[src/rtl/arm_isa_pkg.sv]
// Shared ARM-subset ISA constants and sequencer state type for the fetch path.
package arm_isa_pkg;

   localparam logic [10:0] OP_AND  = 11'h450;
   localparam logic [10:0] OP_ADD  = 11'h458;
   localparam logic [10:0] OP_ORR  = 11'h550;
   localparam logic [10:0] OP_SUB  = 11'h658;
   localparam logic [10:0] OP_STUR = 11'h7C0;
   localparam logic [10:0] OP_LDUR = 11'h7C2;
   localparam logic [10:0] OP_MOVK = 11'h794;
   localparam logic [10:0] OP_CBNZ = 11'h5A0;
   localparam logic [10:0] OP_B    = 11'h0A0;

   typedef enum logic [1:0] {
      IDLE = 2'd0,
      RUN  = 2'd1,
      HALT = 2'd2
   } seq_state_t;

   function automatic logic [10:0] opcode_of(input logic [31:0] instr);
      return instr[31:21];
   endfunction

endpackage

[src/rtl/branch_target_unit.sv]
// Combinational next-PC computation for B / CBNZ / sequential fetch; holds no state.
module branch_target_unit
   import arm_isa_pkg::*;
#(
   parameter int ADDR_W  = 64,
   parameter int INSTR_W = 32
) (
   input  logic [INSTR_W-1:0] instr,
   input  logic [ADDR_W-1:0]  pc,
   input  logic               reg_zero,
   output logic [ADDR_W-1:0]  next_pc,
   output logic               is_branch,
   output logic               taken,
   output logic               is_halt
);

   logic [ADDR_W-1:0] off_s;

   // decode the opcode field and select the sign-extended word offset
   always_comb begin
      off_s     = {{(ADDR_W-1){1'b0}}, 1'b1};
      is_branch = 1'b0;
      taken     = 1'b0;
      is_halt   = 1'b0;
      case (opcode_of(instr))
         OP_B: begin
            is_branch = 1'b1;
            taken     = 1'b1;
            off_s     = {{(ADDR_W-21){instr[20]}}, instr[20:0]};
            is_halt   = (instr[20:0] == 21'd0);
         end
         OP_CBNZ: begin
            is_branch = 1'b1;
            if (!reg_zero) begin
               taken = 1'b1;
               off_s = {{(ADDR_W-16){instr[20]}}, instr[20:5]};
            end else begin
               taken = 1'b0;
            end
         end
         default: begin
            is_branch = 1'b0;
         end
      endcase
      // modulo 2^ADDR_W: a negative target wraps high and is caught as out of range
      next_pc = pc + off_s;
   end

endmodule

[src/rtl/fetch_sequencer.sv]
// PC owner for the single-cycle datapath: fetch sequencing, halt on B #0, fault on out-of-range PC.
// Optional retired-instruction counter enabled by macro FETCH_SEQ_PERF_CNT_EN.
module fetch_sequencer
   import arm_isa_pkg::*;
#(
   parameter int ADDR_W     = 64,
   parameter int INSTR_W    = 32,
   parameter int IMEM_DEPTH = 64
) (
   input  logic               Clk,
   input  logic               Reset_n,
   input  logic               Start,
   input  logic               StallReq,
   input  logic [INSTR_W-1:0] Instr,
   input  logic               RegZero,
   output logic [ADDR_W-1:0]  PC,
   output logic [4:0]         CbRegSel,
   output logic               InstrValid,
   output logic               BranchTaken,
   output logic               Halted,
   output logic               Fault
`ifdef FETCH_SEQ_PERF_CNT_EN
   ,
   output logic [31:0]        RetireCount
`endif
);

   seq_state_t        state_r;
   logic [ADDR_W-1:0] pc_r;
   logic              halted_r;
   logic              fault_r;
   logic [ADDR_W-1:0] next_pc_s;
   logic              is_branch_s;
   logic              taken_s;
   logic              is_halt_s;
   logic              out_of_range_s;

   branch_target_unit #(
      .ADDR_W  (ADDR_W),
      .INSTR_W (INSTR_W)
   ) u_btu (
      .instr     (Instr),
      .pc        (pc_r),
      .reg_zero  (RegZero),
      .next_pc   (next_pc_s),
      .is_branch (is_branch_s),
      .taken     (taken_s),
      .is_halt   (is_halt_s)
   );

   // commit qualifiers stay combinational so a reset mid-cycle kills the write enable at once
   assign InstrValid     = (state_r == RUN) & ~StallReq;
   assign BranchTaken    = InstrValid & is_branch_s & taken_s;
   assign CbRegSel       = Instr[4:0];
   assign out_of_range_s = (next_pc_s >= ADDR_W'(IMEM_DEPTH));
   assign PC             = pc_r;
   assign Halted         = halted_r;
   assign Fault          = fault_r;

   // sequencer FSM with PC, halt and fault registers
   always_ff @(posedge Clk or negedge Reset_n) begin
      if (!Reset_n) begin
         state_r  <= IDLE;
         pc_r     <= {ADDR_W{1'b0}};
         halted_r <= 1'b0;
         fault_r  <= 1'b0;
      end else begin
         case (state_r)
            IDLE, HALT: begin
               if (Start) begin
                  state_r  <= RUN;
                  pc_r     <= {ADDR_W{1'b0}};
                  halted_r <= 1'b0;
                  fault_r  <= 1'b0;
               end
            end
            RUN: begin
               if (!StallReq) begin
                  if (is_halt_s) begin
                     state_r  <= HALT;
                     halted_r <= 1'b1;
                  end else if (out_of_range_s) begin
                     state_r  <= HALT;
                     halted_r <= 1'b1;
                     fault_r  <= 1'b1;
                  end else begin
                     pc_r <= next_pc_s;
                  end
               end
            end
            default: begin
               state_r  <= IDLE;
               pc_r     <= {ADDR_W{1'b0}};
               halted_r <= 1'b0;
               fault_r  <= 1'b0;
            end
         endcase
      end
   end

`ifdef FETCH_SEQ_PERF_CNT_EN
   logic [31:0] retire_r;

   // saturating count of committed instructions, restarted with each program launch
   always_ff @(posedge Clk or negedge Reset_n) begin
      if (!Reset_n) begin
         retire_r <= 32'd0;
      end else if ((state_r != RUN) && Start) begin
         retire_r <= 32'd0;
      end else if (InstrValid && (retire_r != 32'hFFFF_FFFF)) begin
         retire_r <= retire_r + 32'd1;
      end
   end

   assign RetireCount = retire_r;
`endif

endmodule
[config.mk]
export PLATFORM = sky130hd
export DESIGN_NAME = fetch_sequencer
export DESIGN_NICKNAME = d
export VERILOG_FILES = /design/src/rtl/arm_isa_pkg.sv /design/src/rtl/branch_target_unit.sv /design/src/rtl/fetch_sequencer.sv
export SDC_FILE = /design/constraint.sdc
export NUM_CORES = 1
export LEC_CHECK = 0
export CORE_MARGIN = 2
export CORE_UTILIZATION = 55
export CTS_BUF_LIST = sky130_fd_sc_hd__clkbuf_16
export DETAILED_ROUTE_END_ITERATION = 10
export GPL_TIMING_DRIVEN = 0
export HOLD_SLACK_MARGIN = 0.08
export PLACE_DENSITY = 0.82
export SLEW_MARGIN = 20
export SYNTH_ARGS = -nofsm -noshare
export SYNTH_HDL_FRONTEND = slang
export SYNTH_HIERARCHICAL = 1
export SYNTH_SLANG_ARGS = --single-unit
[constraint.sdc]
create_clock -name Clk -period 4.8 [get_ports Clk]
set_input_delay 0.96 -clock Clk [delete_from_list [all_inputs] [get_ports Clk]]
set_output_delay 0.96 -clock Clk [all_outputs]
set_load 0.1 [all_outputs]
* Word level (Yosys, flattened, before mapping)
Cells that the tools add are included.
Operators by class: magnitude comparators 1, eq/ne operators 10, shift operators 0, bitwise gates (word level) 4, add/subtract/negate cells 1, reduce and logical (&&, ||, !) cells 7, mux-type cells 24, div/mod/pow operators 0, $mul 0
Operator list (number):
- $mux W64 | 5
- $pmux W64 S2 | 2
- $add A64 B64 Y64 | 1
- $ge A64 B7 Y1 const B | 1
- $logic_not A21 Y1 | 1
- $eq A11 B11 Y1 const B | 1
- $eq A11 B8 Y1 const B | 1
- $ne A2 B2 Y1 const B | 5
- $mux W1 | 9
- $mux W2 | 4
- $reduce_and A4 Y1 | 2
- $pmux W1 S2 | 3
- $pmux W2 S2 | 1
- $reduce_or A2 Y1 | 2
- $and A1 B1 Y1 | 3
- $ne A3 B3 Y1 const B | 1
- $reduce_and A3 Y1 | 1
- $eq A2 B1 Y1 const B | 1
- $eq A2 B2 Y1 const B | 1
- $logic_not A2 Y1 | 1
- $not A1 Y1 | 1
Word-level totals: memories kept 0, word-level logic and storage cells 51, memory bits (read-only) 0, bits in writable memories 0, output and inout bits 73, bits in registers 68, input bits 37, bits in latches 0

* Longest topological paths before layout
word-level depth 8, gate-level depth with buffers 25, gate-level depth less buffers 22

* Cells and area by module
The synthesis kept the hierarchy.
Modules (own cells, without submodules):
- branch_target_unit | cells an instance 625, instances 1, area each 4182.8 um^2, seq. area each 0.0 um^2
- fetch_sequencer | cells an instance 192, instances 1, area each 2473.6 um^2, seq. area each 1676.6 um^2

* Worst setup path after synthesis
Ideal clock, no wire load.
kind input-to-reg, start input port Instr[30], end register pc_r[10], in the netlist PC[10], buffers on the path 3, arrival 6383 ps, slack -1705 ps, data required time 4677 ps, setup time 123 ps, stages on the path 24, cells stage by stage nor4b_1 nand4b_1 nor3_1 inv_1 o21ai_0 and2_1 ha_1 buf_4 nand4_2 or3_1 or4_1 or4_1 and3_4 a22oi_4 a31oi_4 o21bai_1 xor2_1 nor4_1 nand4_1 nor4_4 a21boi_2 buf_6 buf_6 and2_1
Between the ends: elaborated cells between the ends (all ways) 13, classes of those cells add/sub (1); order compare (1); eq/ne (4); mux (6); reduce/logical (1)
RTL lines:
- from (decl) | line fetch_sequencer.sv:14 | input logic [INSTR_W-1:0] Instr,
- $eq A11 B11 Y1 / $eq A11 B8 Y1 (equally long branches) | line branch_target_unit.sv:25 | case (opcode_of(instr))
- $pmux W64 S2 * | line branch_target_unit.sv:25
- $add A64 B64 Y64 * | line branch_target_unit.sv:46 | next_pc = pc + off_s;
- named net next_pc_s[57] | line fetch_sequencer.sv:32 | logic [ADDR_W-1:0] next_pc_s;
- $ge A64 B7 Y1 * | line fetch_sequencer.sv:55 | assign out_of_range_s = (next_pc_s >= ADDR_W'(IMEM_DEPTH));
- $ne A2 B2 Y1 (no source line) *
- $reduce_and A4 Y1 (no source line) *
- to (signal assigned) | line fetch_sequencer.sv:64 | pc_r <= {ADDR_W{1'b0}};
- to (signal assigned) | line fetch_sequencer.sv:72 | pc_r <= {ADDR_W{1'b0}};
- to (signal assigned) | line fetch_sequencer.sv:87 | pc_r <= next_pc_s;
- to (decl) | line fetch_sequencer.sv:29 | logic [ADDR_W-1:0] pc_r;
The timed path passes the listed nets; every way through them passes the cells marked *. The select of a mux whose other input is x is not followed. A chain may end at the register's enable or synchronous reset.

* Final worst setup path
start input port Instr[24], end register pc_r[17], in the netlist PC[17]
Same word-level chain as after synthesis.

==> flow_summary.toml <==
[status]
run_status = "complete, but fails checks"
failing_checks = "setup timing"

[global_routing]
grt_antenna_before_repair = 0
grt_max_degree = 37
global_route.overflow_total = 0
grtUsageTotal_pct = 30.8
vias_in_the_first_global_route = 6571
grt_first_pass_wirelength_mm = 32.0

[sta]
period_share_pct = 126
headroom_to_the_max_slew_limit_pct = 34.4
rsz0062_at_grt = "true"
setup_viol_count_final = 67
measured_slew_at_the_worst_slew_check_pin_ns = 0.981
final_max_slew_viol_count = 0
timing_hold_violations_final = 0
clock.fmax_mhz = 166
finalWorstPathRequiredPeriod_ns = 6.03
worst_slack_ns = -1.23
finClkSkew_ns = 0.00489

[clock_tree]
clock_sink_count = 67
buffer_cell_driving_the_clock_tree_root = "sky130_fd_sc_hd__clkbuf_16"
cts_made_buffers = 9
clock_tree_from_tritoncts = "built"
clock_tree.htree_level_count = 3
clockBufferDepth = 2
cts_hold_repair.buffers = 0
clk_latency_ns = 0.34
cts.clk_slew.worst_paths_ns = 0.06

[final_layout]
most-common-layout-cells = "99 x sky130_fd_sc_hd__clkdlybuf4s50_1, 81 x sky130_fd_sc_hd__nand2_1, 77 x sky130_fd_sc_hd__a21oi_1"
layout_commonest_cell = "sky130_fd_sc_hd__clkdlybuf4s50_1"
n_fill_cell = 921
antenna_cells = 0
design_area_mm2 = 0.00890
fraction_of_layout_instances_using_a_drive_strength_above_1_pct = 17.1
area_delta_synth_final_pct = 33.7
final_nets = 1064

[worst_setup_path]
worstSetupEndpointType = "flop"
critical_path_buf_inv_count = 5
top_family_by_delay_on_critical_path = "simple AND/OR/NAND/NOR gates"
crit_path_max_incr_delay_ns = 0.44
timing.critical_path.slowest_stage_cell = "sky130_fd_sc_hd__or4_4"
required_time_at_the_worst_slack_endpoint_ns = 5.03
startpoint_to_endpoint_class_of_the_critical_path = "in -> reg"
critPathLaunchType = "input pin"
crit_path_max_fanout = 8
timing.critical_path.arrival_ns = 6.26

[logic_synthesis]
synth-simple-area-share_pct = 23.3
asyncSetResetFlopFracSynth_pct = 100
ys_seq_area_share_pct = 25.2
synth_area_per_cell_um2 = 8.15
synth-adder-area-share_pct = 12.1
synth-seq-cells = 67
netlist_instances = 817
count_of_flip_flops_with_a_built_in_enable_after_synthesis = 0
post_synth_main_area_contributors = "sky130_fd_sc_hd__dfrtp_1 25%, sky130_fd_sc_hd__ha_1 12%, sky130_fd_sc_hd__a21oi_1 6.2%, sky130_fd_sc_hd__and2_1 5.8%, sky130_fd_sc_hd__nand2_1 4.8%"
synth_top_family_by_area = "compound AO/OA/AOI/OAI gates"
yosys_warnings = 6
synth.distinct_cells = 59
ys_dominant_reg_cell = "sky130_fd_sc_hd__dfrtp_1"
synth.cell_area_mm2 = 0.00666
yosysTopAreaCellShare_pct = 25.2
yosys-mux-area-fraction_pct = 1.05
synth_largest_area_cell = "sky130_fd_sc_hd__dfrtp_1"
synth-xor-area-share_pct = 8.03
synth_compound_area_share_pct = 25.1
syn-num-nets = 918

[drt]
drtAntennaViolNets = 0
iter_0_drt_violations = 587
dr_total_vias = 6894
wl_per_cell_um = 17.9
detailedRoute.firstPassIterationCount = 5
vias_per_cell = 6.18
drcViolationCount = 0
totalWireLength_mm = 19.9

[place]
port_buffers = 109
dp_hpwl_mm = 13.9
placed_cell_area_mm2 = 0.00802
gp_congestion = 0.973

[pwr]
static-leakage-power_nw = 4.23
combinationalPowerShare_pct = 31.9
share_clk_of_total_power_pct = 35.0
p_seq_share_pct = 33.1
vdd_ir_drop_max_mv = 0.143
internal-power_mw = 1.19
total_power_mw = 1.85
swShare_pct = 36.0
power.density_cell_area_mw_per_mm2 = 208
power_switching_mw = 0.667

[min_path]
min_path_type = "reg -> reg"

[floorplanning]
die_h_um = 114
coreArea_mm2 = 0.0119
core.rowCount = 40
chipWidth_um = 114
initial_utilization_pct = 55.9
design.portCount = 110
die_area_mm2 = 0.0130

[flow_run]
maxCapViolCount = 0
routing by layer:
metal | up-vias | routed length (um) | GRT usage [%] | part of all wire, %
met1 | 3266 | 8370 | 38.8 | 42
li1 | 3266 | - | - | -
met2 | 297 | 9440 | 51.5 | 47
met3 | 65 | 1330 | 5.42 | 6.7
met4 | 0 | 774 | 14.0 | 3.9
met5 | - | 0 | 0 | 0
worst paths after layout:
kind	start	endpoint	slack [ns]	depth (start not counted)
worst min register to register	Fault	Fault	0.51	1
worst min-delay path	Fault	Fault	0.51	1
min in group asynchronous	Reset_n	state_r[0]	0.56	1
worst max register to register	PC[23]	PC[17]	0.13	18
max in group asynchronous	Reset_n	PC[48]	3.69	2
worst max-delay path	Instr[24]	PC[17]	-1.23	25
stage by stage:
| stage | instances | setup slack (ns) | hold slack [ns] | setup TNS [ns] | utilization (%) |
|---|---|---|---|---|---|
| floorplan | 817 | -0.887 | 0.577 | -54.84 | - |
| global placement | 1073 | -2.36 | 0.475 | -152.29 | 67.2 |
| detailed placement | 1074 | -2.40 | 0.503 | -155.09 | 67.3 |
| CTS | 1112 | -1.11 | 0.518 | -71.47 | 73.4 |
| global route | 1115 | -1.39 | 0.529 | -89.61 | 74.7 |
| finish | 1115 | -1.23 | 0.511 | -77.55 | 74.7 |
timing repair:
item | 4_1_cts | 5_1_grt
gates resized for setup | 84 | 44
pin swaps | 30 | 23
setup endpoints to repair | 67 | 67
gates cloned | 5 | 1
setup buffers | 21 | 7
logic make-up (layout without fill, tap and decap cells):
group	count (synthesis)	count (layout)
simple gates	302	306
buf+inv	64	211
xor+xnor	61	61
fa+ha+maj	64	64
mux	7	7
compound gates	252	252
flops	67	67
area by class of cell:
class / instances / area, um^2 / area share (%)
Multi-Input combinational cell: 690 / 5070 / 57.0
Sequential cell: 67 / 1680 / 18.8
Timing Repair Buffer: 140 / 1360 / 15.3
Buffer: 32 / 230 / 2.59
Clock buffer: 9 / 225 / 2.53
Tap cell: 147 / 184 / 2.07
Inverter: 23 / 86.3 / 0.970
Clock inverter: 7 / 60.1 / 0.675
power by group through the flow:
stage	Clock, mW	Sequential [mW]	Combinational, mW
2_1_floorplan	0	0.756	0.226
3_3_place_gp	0	0.620	0.515
3_5_place_dp	0	0.623	0.526
4_1_cts	0.651	0.613	0.582
5_1_grt	0.680	0.616	0.625
6_report	0.649	0.613	0.590
cells in the mapped netlist, types with 14 or more instances:
cell / count
sky130_fd_sc_hd__and2_1: 62
sky130_fd_sc_hd__o21bai_1: 16
sky130_fd_sc_hd__ha_1: 63
sky130_fd_sc_hd__dfrtp_1: 67
sky130_fd_sc_hd__a21o_1: 34
sky130_fd_sc_hd__a22o_1: 14
sky130_fd_sc_hd__inv_1: 23
sky130_fd_sc_hd__clkbuf_1: 21
sky130_fd_sc_hd__a21oi_1: 82
sky130_fd_sc_hd__nor3_1: 16
sky130_fd_sc_hd__nor2_1: 53
sky130_fd_sc_hd__nor4_1: 23
sky130_fd_sc_hd__nand4_1: 22
sky130_fd_sc_hd__o21ai_0: 42
sky130_fd_sc_hd__nand2_1: 85
sky130_fd_sc_hd__xor2_1: 26
sky130_fd_sc_hd__xnor2_1: 35
sequential cells by signal, indices dropped and copies added, names as in the netlist:
| register | cells |
|---|---|
| Fault | 1 |
| PC | 64 |
| state_r | 2 |
Note: power is estimated with default switching activity, not from simulation.
==> variant 1: new RTL, same flow settings <==
The 3 states of `seq_state_t` get a one-hot encoding in 3 bits.
--- a/src/rtl/arm_isa_pkg.sv
+++ b/src/rtl/arm_isa_pkg.sv
@@ -11,10 +11,10 @@
    localparam logic [10:0] OP_CBNZ = 11'h5A0;
    localparam logic [10:0] OP_B    = 11'h0A0;
 
-   typedef enum logic [1:0] {
-      IDLE = 2'd0,
-      RUN  = 2'd1,
-      HALT = 2'd2
+   typedef enum logic [2:0] {
+      IDLE = 3'b001,
+      RUN  = 3'b010,
+      HALT = 3'b100
    } seq_state_t;
 
    function automatic logic [10:0] opcode_of(input logic [31:0] instr);
Formal check against the unedited RTL: same outputs for any inputs over 10 cycles, from zero or initial values and one cycle with Reset_n low; not proved beyond that.
==> variant 1 against the original RTL <==
- the run still ends with setup timing left
- via count is 3.4% higher
- clock power is 2% higher
- cell area is 6.9% higher
- die area is 0.49% higher
- wire length is 11% higher
- power is 6.9% lower
- setup slack better by 0.042 ns
- maximum frequency is 0.69% higher
- area after synthesis is 0.51% higher
- sequential cell count is 1 higher
- largest cell class unchanged
==> variant 1: results (changes against the original RTL) <==
Pwr
The maximum resistive drop on vdd is 0.1603 mV (+12%). The leakage power of the design is 4.448 nW (+5.3%).

Finish
The count of nets after finishing is 1085 (+2.0%). The number of fillers in the final layout was 827 (-10%). The share of final-layout standard cells stronger than drive strength 1 was 24.67% (+7.5 points).

Status
The flow ran to the end, but the final reports show violations. The final reports fail on setup timing.

Yosys
The sequential cell area fraction in the yosys report came to 25.45% (+0.27 points). Sorting the synthesized cells by area gives the leading types as sky130_fd_sc_hd__dfrtp_1 25%, sky130_fd_sc_hd__ha_1 12%, sky130_fd_sc_hd__a21oi_1 6.4%. The unique cell type count in the Yosys netlist is 63 (+6.8%).

Counting instances in the post-synthesis netlist gives the leading cell types as 85 x sky130_fd_sc_hd__a21oi_1, 71 x sky130_fd_sc_hd__nand2_1, 67 x sky130_fd_sc_hd__dfrtp_1.

Critical path
The largest fanout of any net on the critical path is 6 (-2). Following the worst setup path forward leads to its endpoint at PC[0]$_DFFE_PN0P_. The arrival time at the worst endpoint is 6.27 ns (about the same). The cell depth of the worst flop-to-flop path came to 16 (-2). In this run the critical register-to-register path is launched from PC[22]$_DFFE_PN0P_. The setup slack of the worst register-to-register path came to 0.25 ns (+0.12 ns).

GRT
The number of global-route vias before repair was 6560 (-0.17%). The met3 usage in global routing was 5.294% (-0.13 points). The global routing usage on met1 is 42.40% (+3.6 points). The overall track demand over capacity in global routing came to 31.61% (+0.82 points). The maximum number of pins on one net before global-route repair is 36 (-2.7%).

The first-pass GRT wire length is 32860 um (+2.6%).

Timing
The setup slack after layout is -1.185 ns (+0.04157 ns). The remaining max-slew budget at the tightest pin came to 33.07% (-1.3 points). The worst hold slack after final layout is 0.5187 ns (+0.007937 ns). The clock skew is 0.006584 ns (+0.001695 ns). The total of endpoints with negative setup slack in the final report is 67 (unchanged).

Drt
The met2 layer wire length in the routed design is 10580 um (+12%). The average via count per standard cell came to 6.276 (+1.5%). The routed length on met1 is 9333 um (+12%). The total length of routed met3 wires is 1565 um (+18%).

The routed wire length is 22050 um (+11%).

Worst hold path
The worst hold path terminates at PC[51]$_DFFE_PN0P_. The source of the worst hold timing path is PC[51]$_DFFE_PN0P_.

Placed design
The final estimated routing congestion in global placement came to 0.9733 (about the same).
variant 1: cell count changes after synthesis, sizes merged, moves of 2 or more:
cell	change
a21oi	+3
nor3	+2
nor4b	+2
mux2i	-6
nor2b	-3
a22o	+6
clkbuf	+2
nor2	+3
nand2	-14
buf	-3
nand3b	+2
variant 1: cell type report:
cell class | instances | share of cell area (%)
Sequential cell | 68 | 17.90
Clock buffer | 9 | 2.367
Inverter | 23 | 0.9074
Multi-Input combinational cell | 689 | 56.21
Buffer | 33 | 3.196
Tap cell | 147 | 1.933
Timing Repair Buffer | 160 | 16.86
Clock inverter | 7 | 0.6312
variant 1: metrics by stage:
stage / setup slack (ns) / util, % / std cells / area (sq um) / setup TNS (ns)
after floorplan: -0.8833 / - / 817 / 6793 / -52.51
after global placement: -2.593 / 67.45 / 1073 / 8068 / -166.36
after detailed placement: -2.584 / 67.59 / 1074 / 8085 / -166.49
after CTS: -1.157 / 75.48 / 1122 / 9029 / -74.65
after global routing: -1.362 / 79.54 / 1136 / 9514 / -83.80
final: -1.185 / 79.54 / 1136 / 9514 / -73.39
variant 1: logic make-up after synthesis:
| kind of cell | after synthesis | share of synthesized area, % |
|---|---|---|
| buffers and inverters | 63 | 4.937 |
| AO/OA/AOI/OAI | 260 | 26.03 |
| flip-flops | 68 | 25.45 |
| XOR/XNOR | 61 | 7.986 |
| adder cells (fa/ha/maj) | 64 | 12.08 |
| AND/OR/NAND/NOR | 300 | 23.36 |
| multiplexers | 1 | 0.1496 |
variant 1: what timing repair did:
action	4_1_cts	5_1_grt
pin swaps	52	34
gates resized for setup	111	94
gates cloned	6	3
endpoints found under the setup margin	67	67
buffers inserted	31	13
variant 1: where the power goes:
group,total [mW],internal (mW),switching (mW)
registers,0.614,0.589,0.0253
clock network,0.664,0.396,0.269
logic,0.445,0.211,0.235
==> variant 2: new RTL, config.mk and constraints unchanged <==
Made on the original files. `ADDR_W` is set to 64 in 2 places; all go to 32.
--- a/src/rtl/branch_target_unit.sv
+++ b/src/rtl/branch_target_unit.sv
@@ -2,7 +2,7 @@
 module branch_target_unit
    import arm_isa_pkg::*;
 #(
-   parameter int ADDR_W  = 64,
+   parameter int ADDR_W  = 32,
    parameter int INSTR_W = 32
 ) (
    input  logic [INSTR_W-1:0] instr,
--- a/src/rtl/fetch_sequencer.sv
+++ b/src/rtl/fetch_sequencer.sv
@@ -3,7 +3,7 @@
 module fetch_sequencer
    import arm_isa_pkg::*;
 #(
-   parameter int ADDR_W     = 64,
+   parameter int ADDR_W     = 32,
    parameter int INSTR_W    = 32,
    parameter int IMEM_DEPTH = 64
 ) (
Ports: changed (resized PC); port bits go from 110 to 78. The function was not compared with the original's and may differ.
==> variant 2 against the original RTL <==
- the run still ends with setup timing left
- setup slack better by 1.0 ns
- area after synthesis shrank 46%
- final cell count down 45%
- count of clock-buffer cells in the layout is 4 lower
- power down 33%
- sequential share of layout area fell by 2.6 points
- via count is 42% lower
- global-route usage is 2.3 points higher
- sequential cell count is 32 lower
- cell area fell by 39%
- die area is 44% lower
- wire length is 38% lower
- largest power group is now combinational cells
==> variant 2: results (changes against the original RTL) <==
Yosys
The top cell type's share of synthesized area came to 24.23% (-0.96 points). By count the netlist is led by 44 x sky130_fd_sc_hd__nand2_1, 35 x sky130_fd_sc_hd__dfrtp_1, 34 x sky130_fd_sc_hd__a21oi_1. The mux contribution to synthesized area is 2.215% (+1.2 points).

The arithmetic-cell share of the synthesized area counting full adders, half adders and majority gates is 11.28% (-0.86 points). The compound-gate portion of the synthesized area is 25.34% (+0.24 points). The sequential cell area fraction in the yosys report was 24.23% (-0.96 points). The fraction of synthesized cell area in xor and xnor cells is 6.542% (-1.5 points).

GRT
The overall track demand over capacity in global routing is 33.08% (+2.3 points). The global routing usage on met1 is 43.20% (+4.4 points). The maximum number of pins on one net before global-route repair was 21 (-43%). The met3 usage in global routing is 5.934% (+0.51 points).

The first-pass GRT wire length was 19040 um (-41%).

Status
The run finished, with violations left. The final reports fail on setup timing.

Finish
The number of flip-flops under the largest register name is 32 (-50%). The storage element area came to 875.8 sq um (-48%). The count of nets after finishing came to 608 (-43%). The multi-input logic cell count came to 369 (-47%). The area of combinational cells with multiple inputs was 0.003139 sq mm (-38%).

The non-clock buffer count in the final layout is 122 (-29%). The clock tree cell share of total cell area is 2.523% (-0.68 points). The number of non-clock inverters is 6 (-74%).

Critical path
The cell depth of the worst flop-to-flop path is 15 (-3). The critical path starts at RegZero. The worst register-to-register path begins at PC[0]$_DFFE_PN0P_.

The largest fanout of any net on the critical path is 10 (+2).

Drt
The total length of routed met3 wires was 1037 um (-22%). The routed wire length is 12400 um (-38%). The violation count after the first detailed-routing iteration is 349 (-41%). The routed length on met1 is 5024 um (-40%). The overall via count from detail_route is 3966 (-42%).

Placed design
The number of port buffers came to 77 (-29%). The HPWL after detailed placement is 7973 um (-43%).

Timing
The clock skew is 0.008304 ns (+0.003415 ns). The total of endpoints with negative setup slack in the final report came to 33 (-51%). The setup slack after layout is -0.1794 ns (+1.047 ns). The worst hold slack after final layout is 0.5191 ns (+0.008321 ns).

Pwr
The leakage power of the design was 2.454 nW (-42%). The power dissipated by switching net loads is 0.5224 mW (-22%). The sequential power was 0.354 mW (-42%). The clock group power came to 0.314 mW (-52%). The total power divided by cell area is 228.8 mW/mm^2 (+9.9%).

Clocking
The number of sinks driven by the clock tree is 35 (-48%). The number of H-tree branching levels is 2 (-1). The worst-skew pair later-pin latency came to 0.28 ns (-0.06 ns).

Worst hold path
The startpoint identified for the worst hold timing path is PC[16]$_DFFE_PN0P_.
## variant 2: cell types whose count changed in the layout (fill, tap and decap cells not counted), sizes merged, moves of 13 or more
cell,change
o21ai,-20
and2,-37
nand4,-16
a21oi,-46
xor2,-19
dfrtp,-32
xnor2,-15
clkdlybuf4s50,-36
a21o,-18
nand2,-41
nor2,-25
inv,-17
ha,-32
nor4,-13
## variant 2: per-stage QoR
| stage | setup WS, ns | cells | setup TNS, ns | area, sq um | util (%) |
|---|---|---|---|---|---|
| after global placement | -1.193 | 589 | -38.98 | 4489 | 70.70 |
| after detailed placement | -1.303 | 590 | -42.16 | 4512 | 71.05 |
| after global routing | -0.2843 | 617 | -8.478 | 5406 | 85.14 |
| after floorplan | 0.01949 | 435 | 0 | 3622 | - |
| after CTS | -0.04371 | 612 | -0.5855 | 5290 | 83.31 |
| final | -0.1794 | 617 | -4.269 | 5406 | 85.14 |
